## config.mk

```make
export PLATFORM = sky130hd
export DESIGN_NAME = ppm_frame_tx
export DESIGN_NICKNAME = d
export VERILOG_FILES = /design/src/rtl/ppm_pkg.sv /design/src/rtl/ppm_symbol_mapper.sv /design/src/rtl/ppm_frame_tx.sv
export SDC_FILE = /design/constraint.sdc
export NUM_CORES = 1
export LEC_CHECK = 0
export CORE_MARGIN = 2
export CORE_UTILIZATION = 43
export DETAILED_ROUTE_END_ITERATION = 16
export PLACE_DENSITY = 0.73
export SLEW_MARGIN = 20
export SYNTH_ARGS = -nofsm -noshare
export SYNTH_HDL_FRONTEND = slang
export SYNTH_HIERARCHICAL = 1
export SYNTH_SLANG_ARGS = --single-unit
```

## constraint.sdc

```tcl
create_clock -name clk4m -period 2.39 [get_ports clk4m]
set_input_delay 0.478 -clock clk4m [delete_from_list [all_inputs] [get_ports clk4m]]
set_output_delay 0.478 -clock clk4m [all_outputs]
set_load 0.01 [all_outputs]
```

## src/rtl/ppm_pkg.sv

```systemverilog
// Shared constants and state encoding for the 4-PPM frame transmitter.
package ppm_pkg;

  typedef enum logic [2:0] {
    StIdle,
    StPreamble,
    StSfd,
    StPayload,
    StGuard
  } ppm_state_e;

  localparam logic [7:0]  PREAMBLE_BYTE         = 8'hAA;
  localparam logic [7:0]  SFD_A                 = 8'hFC;
  localparam logic [7:0]  SFD_B                 = 8'hF3;
  localparam int unsigned SLOTS_PER_SYM         = 4;
  localparam int unsigned DEFAULT_PAYLOAD_BYTES = 148;

endpackage

```

## src/rtl/ppm_symbol_mapper.sv

```systemverilog
// 4-PPM symbol mapper: pulse is high only in the slot whose index equals the symbol.
module ppm_symbol_mapper (
  input  logic [1:0] symbol_i,
  input  logic [1:0] slot_i,
  output logic       pulse_o
);

  // One pulse per symbol, positioned by the symbol value
  always_comb begin
    pulse_o = (symbol_i == slot_i);
  end

endmodule

```

## src/rtl/ppm_frame_tx.sv

```systemverilog
// 4-PPM frame transmitter: preamble, two-byte SFD, payload from a one-byte
// holding register, then a forced-low guard interval. One slot per clock.
module ppm_frame_tx
  import ppm_pkg::*;
#(
  parameter int unsigned PRE_BYTES     = 4,
  parameter int unsigned PAYLOAD_BYTES = DEFAULT_PAYLOAD_BYTES,
  parameter int unsigned GUARD_SLOTS   = 8
) (
  input  logic       clk4m,
  input  logic       reset_n,
  input  logic       start,
  input  logic [7:0] data_in,
  input  logic       data_valid,
  output logic       data_ready,
  output logic       ppm_out,
  output logic       busy,
  output logic       frame_done,
  output logic       underrun
);

  localparam int unsigned ByteCntW  = $clog2(PRE_BYTES + PAYLOAD_BYTES + 2);
  localparam int unsigned GuardCntW = (GUARD_SLOTS > 1) ? $clog2(GUARD_SLOTS) : 1;

  localparam logic [ByteCntW-1:0]  PreLast   = ByteCntW'(PRE_BYTES - 1);
  localparam logic [ByteCntW-1:0]  PayLast   = ByteCntW'(PAYLOAD_BYTES - 1);
  localparam logic [GuardCntW-1:0] GuardLast = GuardCntW'(GUARD_SLOTS - 1);

  ppm_state_e           state_q, state_d;
  logic [1:0]           slot_q, slot_d;
  logic [1:0]           sym_q, sym_d;
  logic [ByteCntW-1:0]  byte_q, byte_d;
  logic [GuardCntW-1:0] guard_q, guard_d;
  logic [7:0]           shift_q, shift_d;
  logic [7:0]           hold_q, hold_d;
  logic                 hold_full_q, hold_full_d;
  logic                 underrun_q, underrun_d;

  logic       sym_end, byte_end, in_data, in_tx, last_payload;
  logic       xfer, load_boundary;
  logic [7:0] next_payload;
  logic       map_pulse;

  ppm_symbol_mapper u_mapper (
    .symbol_i (shift_q[7:6]),
    .slot_i   (slot_q),
    .pulse_o  (map_pulse)
  );

  // Decode field position, handshake and the payload byte to load at a boundary
  always_comb begin
    sym_end       = (slot_q == 2'd3);
    byte_end      = sym_end && (sym_q == 2'd3);
    in_data       = (state_q == StSfd) || (state_q == StPayload);
    in_tx         = (state_q == StPreamble) || in_data;
    // Once the final payload byte is in the shifter nothing more is accepted
    last_payload  = (state_q == StPayload) && (byte_q == PayLast);
    data_ready    = in_data && !hold_full_q && !last_payload;
    xfer          = data_valid && data_ready;
    load_boundary = byte_end &&
                    (((state_q == StSfd) && (byte_q == ByteCntW'(1))) ||
                     ((state_q == StPayload) && !last_payload));
    // Holding register first, else forward a same-cycle transfer, else fill with zero
    if (hold_full_q) begin
      next_payload = hold_q;
    end else if (xfer) begin
      next_payload = data_in;
    end else begin
      next_payload = 8'h00;
    end
    ppm_out    = in_tx && map_pulse;
    busy       = (state_q != StIdle);
    frame_done = (state_q == StGuard) && (guard_q == GuardLast);
    underrun   = underrun_q;
  end

  // Next-state logic for the frame sequencer, counters and holding register
  always_comb begin
    state_d     = state_q;
    slot_d      = slot_q;
    sym_d       = sym_q;
    byte_d      = byte_q;
    guard_d     = guard_q;
    shift_d     = shift_q;
    hold_d      = hold_q;
    hold_full_d = hold_full_q;
    underrun_d  = underrun_q;

    // A transfer coinciding with a load is forwarded, so it never lands here
    if (xfer && !load_boundary) begin
      hold_d      = data_in;
      hold_full_d = 1'b1;
    end
    if (load_boundary) begin
      hold_full_d = 1'b0;
      if (!hold_full_q && !xfer) begin
        underrun_d = 1'b1;
      end
    end

    if (in_tx) begin
      slot_d = slot_q + 2'd1;
      if (sym_end) begin
        sym_d   = sym_q + 2'd1;
        shift_d = {shift_q[5:0], 2'b00};
      end
      if (byte_end) begin
        byte_d = byte_q + ByteCntW'(1);
      end
    end

    unique case (state_q)
      StIdle: begin
        if (start) begin
          state_d    = StPreamble;
          slot_d     = 2'd0;
          sym_d      = 2'd0;
          byte_d     = '0;
          shift_d    = PREAMBLE_BYTE;
          underrun_d = 1'b0;
        end
      end
      StPreamble: begin
        if (byte_end) begin
          if (byte_q == PreLast) begin
            state_d     = StSfd;
            byte_d      = '0;
            shift_d     = SFD_A;
            hold_full_d = 1'b0;
          end else begin
            shift_d = PREAMBLE_BYTE;
          end
        end
      end
      StSfd: begin
        if (byte_end) begin
          if (byte_q == '0) begin
            shift_d = SFD_B;
          end else begin
            state_d = StPayload;
            byte_d  = '0;
            shift_d = next_payload;
          end
        end
      end
      StPayload: begin
        if (byte_end) begin
          if (last_payload) begin
            state_d = StGuard;
            byte_d  = '0;
            guard_d = '0;
            shift_d = 8'h00;
          end else begin
            shift_d = next_payload;
          end
        end
      end
      StGuard: begin
        guard_d = guard_q + GuardCntW'(1);
        if (guard_q == GuardLast) begin
          state_d = StIdle;
          guard_d = '0;
        end
      end
      default: begin
        state_d = StIdle;
      end
    endcase
  end

  // State registers with synchronous active-low reset
  always_ff @(posedge clk4m) begin
    if (!reset_n) begin
      state_q     <= StIdle;
      slot_q      <= 2'd0;
      sym_q       <= 2'd0;
      byte_q      <= '0;
      guard_q     <= '0;
      shift_q     <= 8'h00;
      hold_q      <= 8'h00;
      hold_full_q <= 1'b0;
      underrun_q  <= 1'b0;
    end else begin
      state_q     <= state_d;
      slot_q      <= slot_d;
      sym_q       <= sym_d;
      byte_q      <= byte_d;
      guard_q     <= guard_d;
      shift_q     <= shift_d;
      hold_q      <= hold_d;
      hold_full_q <= hold_full_d;
      underrun_q  <= underrun_d;
    end
  end

endmodule

```

==> results_dict.tcl <==
set metrics [dict create \
    avgSynthCellArea_um2 8.34 \
    leakage_nw 0.998 \
    hold_path.class "register to register" \
    final.setup_skew_ns 0.0128 \
    cp-end-kind "primary output" \
    antenna_found_initial 0 \
    die_w_um 77.7 \
    insertion_delay_ns 0.30 \
    syn_area_mm2 0.00233 \
    die_y_um 77.7 \
    final_area_mm2 0.00271 \
    place_ws_ns 0.270 \
    fin_crit_ns 2.26 \
    cp_max_fo 22 \
    synth-main-ff-cell "dfxtp_1" \
    drt_iter0_markers 156 \
    grt-ovfl-total 0 \
    final_common_cell "dfxtp_1" \
    avgViaCountPerCell 5.96 \
    synth-seq-area-share_pct 30.9 \
    ys_async_sr_fraction_pct 0 \
    die_area_mm2 0.00603 \
    post_cts_buffers 0 \
    crit_type "register to primary output" \
    p_total_w 0.00125 \
    yosysTopAreaCell "dfxtp_1" \
    drcViolationCount 0 \
    cp_cell_sequence "buf_4 -> o21ba_2 -> and2_1 -> clkdlybuf4s50_1" \
    numPlacedInstances 363 \
    cts_htree_levels 2 \
    p_per_area_mw_per_mm2 462 \
    critPathBufInv 2 \
    core_area_mm2 0.00517 \
    root_buffer "clkbuf_8" \
    num-fill-cells 490 \
    drtPass1Iterations 5 \
    dpl.hpwl_um 4410 \
    worst_slack_ns 0.130 \
    syn2layout_area_growth_pct 16.0 \
    regArea_um2 721 \
    initial_core_util_pct 45.1 \
    worstMarginPinSlew_ns 0.530 \
    grt_pass1_wl_um 10300 \
    maxCapViolCount 0 \
    clkTransAtPathRegs_ns 0.08 \
    ant_nets 0 \
    cp_slowest_stage_delay_ns 0.52 \
    cts_tree "built" \
    grt_max_degree 25 \
    portBuffers 16 \
    hold_viol_final 0 \
    boundaryPins 17 \
    instances_no_fill 371 \
    crit_required_ns 1.91 \
    cp_top_family "buffers and inverters" \
    wl_per_cell_um 16.0 \
    clock-sinks 36 \
    relSlewSlack_pct 64.3 \
    ctsHoldBuffers 0 \
    postSynthCellCount 280 \
    rsz0062_at_grt "no" \
    max-vdd-ir-drop_v 0.000355 \
    antenna_cells 0 \
    vias 2213 \
    drv_slew 0 \
    tns_ns 0 \
    startpoint_type "register" \
    layout_common_cells "dfxtp_1, nand2_1, nor3_1, buf_4, mux2i_1" \
    grt_util_all_layers_pct 21.2 \
    layout-drive-gt1-share_pct 11.6 \
    synthTopCellsByArea "dfxtp_1, mux2i_1, nand2_1" \
    critPathArrivalTime_ns 1.78 \
    cts_resized 2 \
    grt_pass1_vias 2090 \
    rows 26 \
    fin_nets 319 \
    cts_buffer_depth 2 \
    mappedNetlistNets 299 \
    globalplace.congestion 0.949 \
    netlist.area_leader.share_pct 30.9 \
    multi_input_area_mm2 0.00149 \
    ys_types 64 \
    worst_path_max_delay_cell "clkdlybuf4s50_1" \
    finalSetupViolCount 0 \
    finalWirelength_um 5940 \
    yosys_warnings 6 \
    synth_edf_count 0 \
    timing.fmax_ghz 0.442 \
    placed_cell_area_mm2 0.00261 \
    cts_buffers 5 \
    fin_crit_sh_pct 94.6 \
    synth.ff_latch_count 36 \
    status "finished, final reports clean" \
]
## report_power, final
group,switching (W),internal (W),leakage [nW],total [W]
Sequential,0.00000803,0.000610,0.291,0.000618
Clock,0.000229,0.000234,0.0445,0.000463
Combinational,0.0000943,0.0000755,0.662,0.000170
## per-layer routing
metal  share of wire, %  up-vias  track usage [%]  wire (um)
met4                2.2        0             7.32        129
li1                   -     1075                -          -
met1                 46     1037             29.2       2720
met2                 45       84             33.4       2670
met5                  0        -                0          0
met3                7.1       17             3.60        424
## registers in the layout, summed over array words and instances, names as in the netlist
signal / flops
state_q: 3
byte_q: 8
shift_q: 8
slot_q: 2
sym_q: 2
hold_full_q: 1
guard_q: 3
underrun: 1
hold_q: 8
## metrics by stage
stage               utilization (%)  hold WS (ns)
floorplan                         -         0.431
finish                         52.4         0.462
global route                   52.4         0.477
global placement               50.5         0.441
CTS                            52.4         0.463
detailed placement             50.5         0.452
## final timing paths
check	startpoint	slack [ns]	cells past startpoint	to
setup / recovery	state_q[0]	0.13	4	ppm_out
hold / removal	hold_q[3]	0.46	2	hold_q[3]
setup reg to reg	byte_q[2]	0.46	6	byte_q[2]
hold reg to reg	hold_q[3]	0.46	2	hold_q[3]
## layout make-up
class	count	area share, %
Clock inverter	1	0.277
Multi-Input combinational cell	217	55.1
Timing Repair Buffer	33	10.6
Tap cell	70	3.23
Clock buffer	7	3.19
Inverter	7	0.970
Sequential cell	36	26.6
## tightest hold or removal path, delay by kind of cell (launching register included)
family	cells	cell delay (ns)
flops	1	0.31
mux	1	0.05
simple gates	1	0.05
## kinds of logic (layout without fill, tap and decap cells)
group / after synthesis / after routing / synth area share [%]
simple gates: 115 / 115 / 26.0
mux: 18 / 18 / 7.82
buf+inv: 27 / 48 / 5.31
compound gates: 66 / 66 / 22.1
flops: 36 / 36 / 30.9
fa+ha+maj: 7 / 7 / 3.75
xor+xnor: 11 / 11 / 4.13
## synth_stat cells, types with 3 or more instances
master	instances
and3_1	6
clkbuf_1	12
o31ai_1	4
inv_1	6
nand2_1	32
and2_1	4
nand2b_1	4
nand3_1	7
nor4_1	5
xnor2_1	8
o21ai_0	8
a21oi_1	13
nand4_1	6
nor2b_1	3
o221ai_1	4
dfxtp_1	36
nor3_1	17
mux2i_1	16
ha_1	7
xor2_1	3
nor2_1	14
buf_2	6
Note: power is estimated with default switching activity, not from simulation.
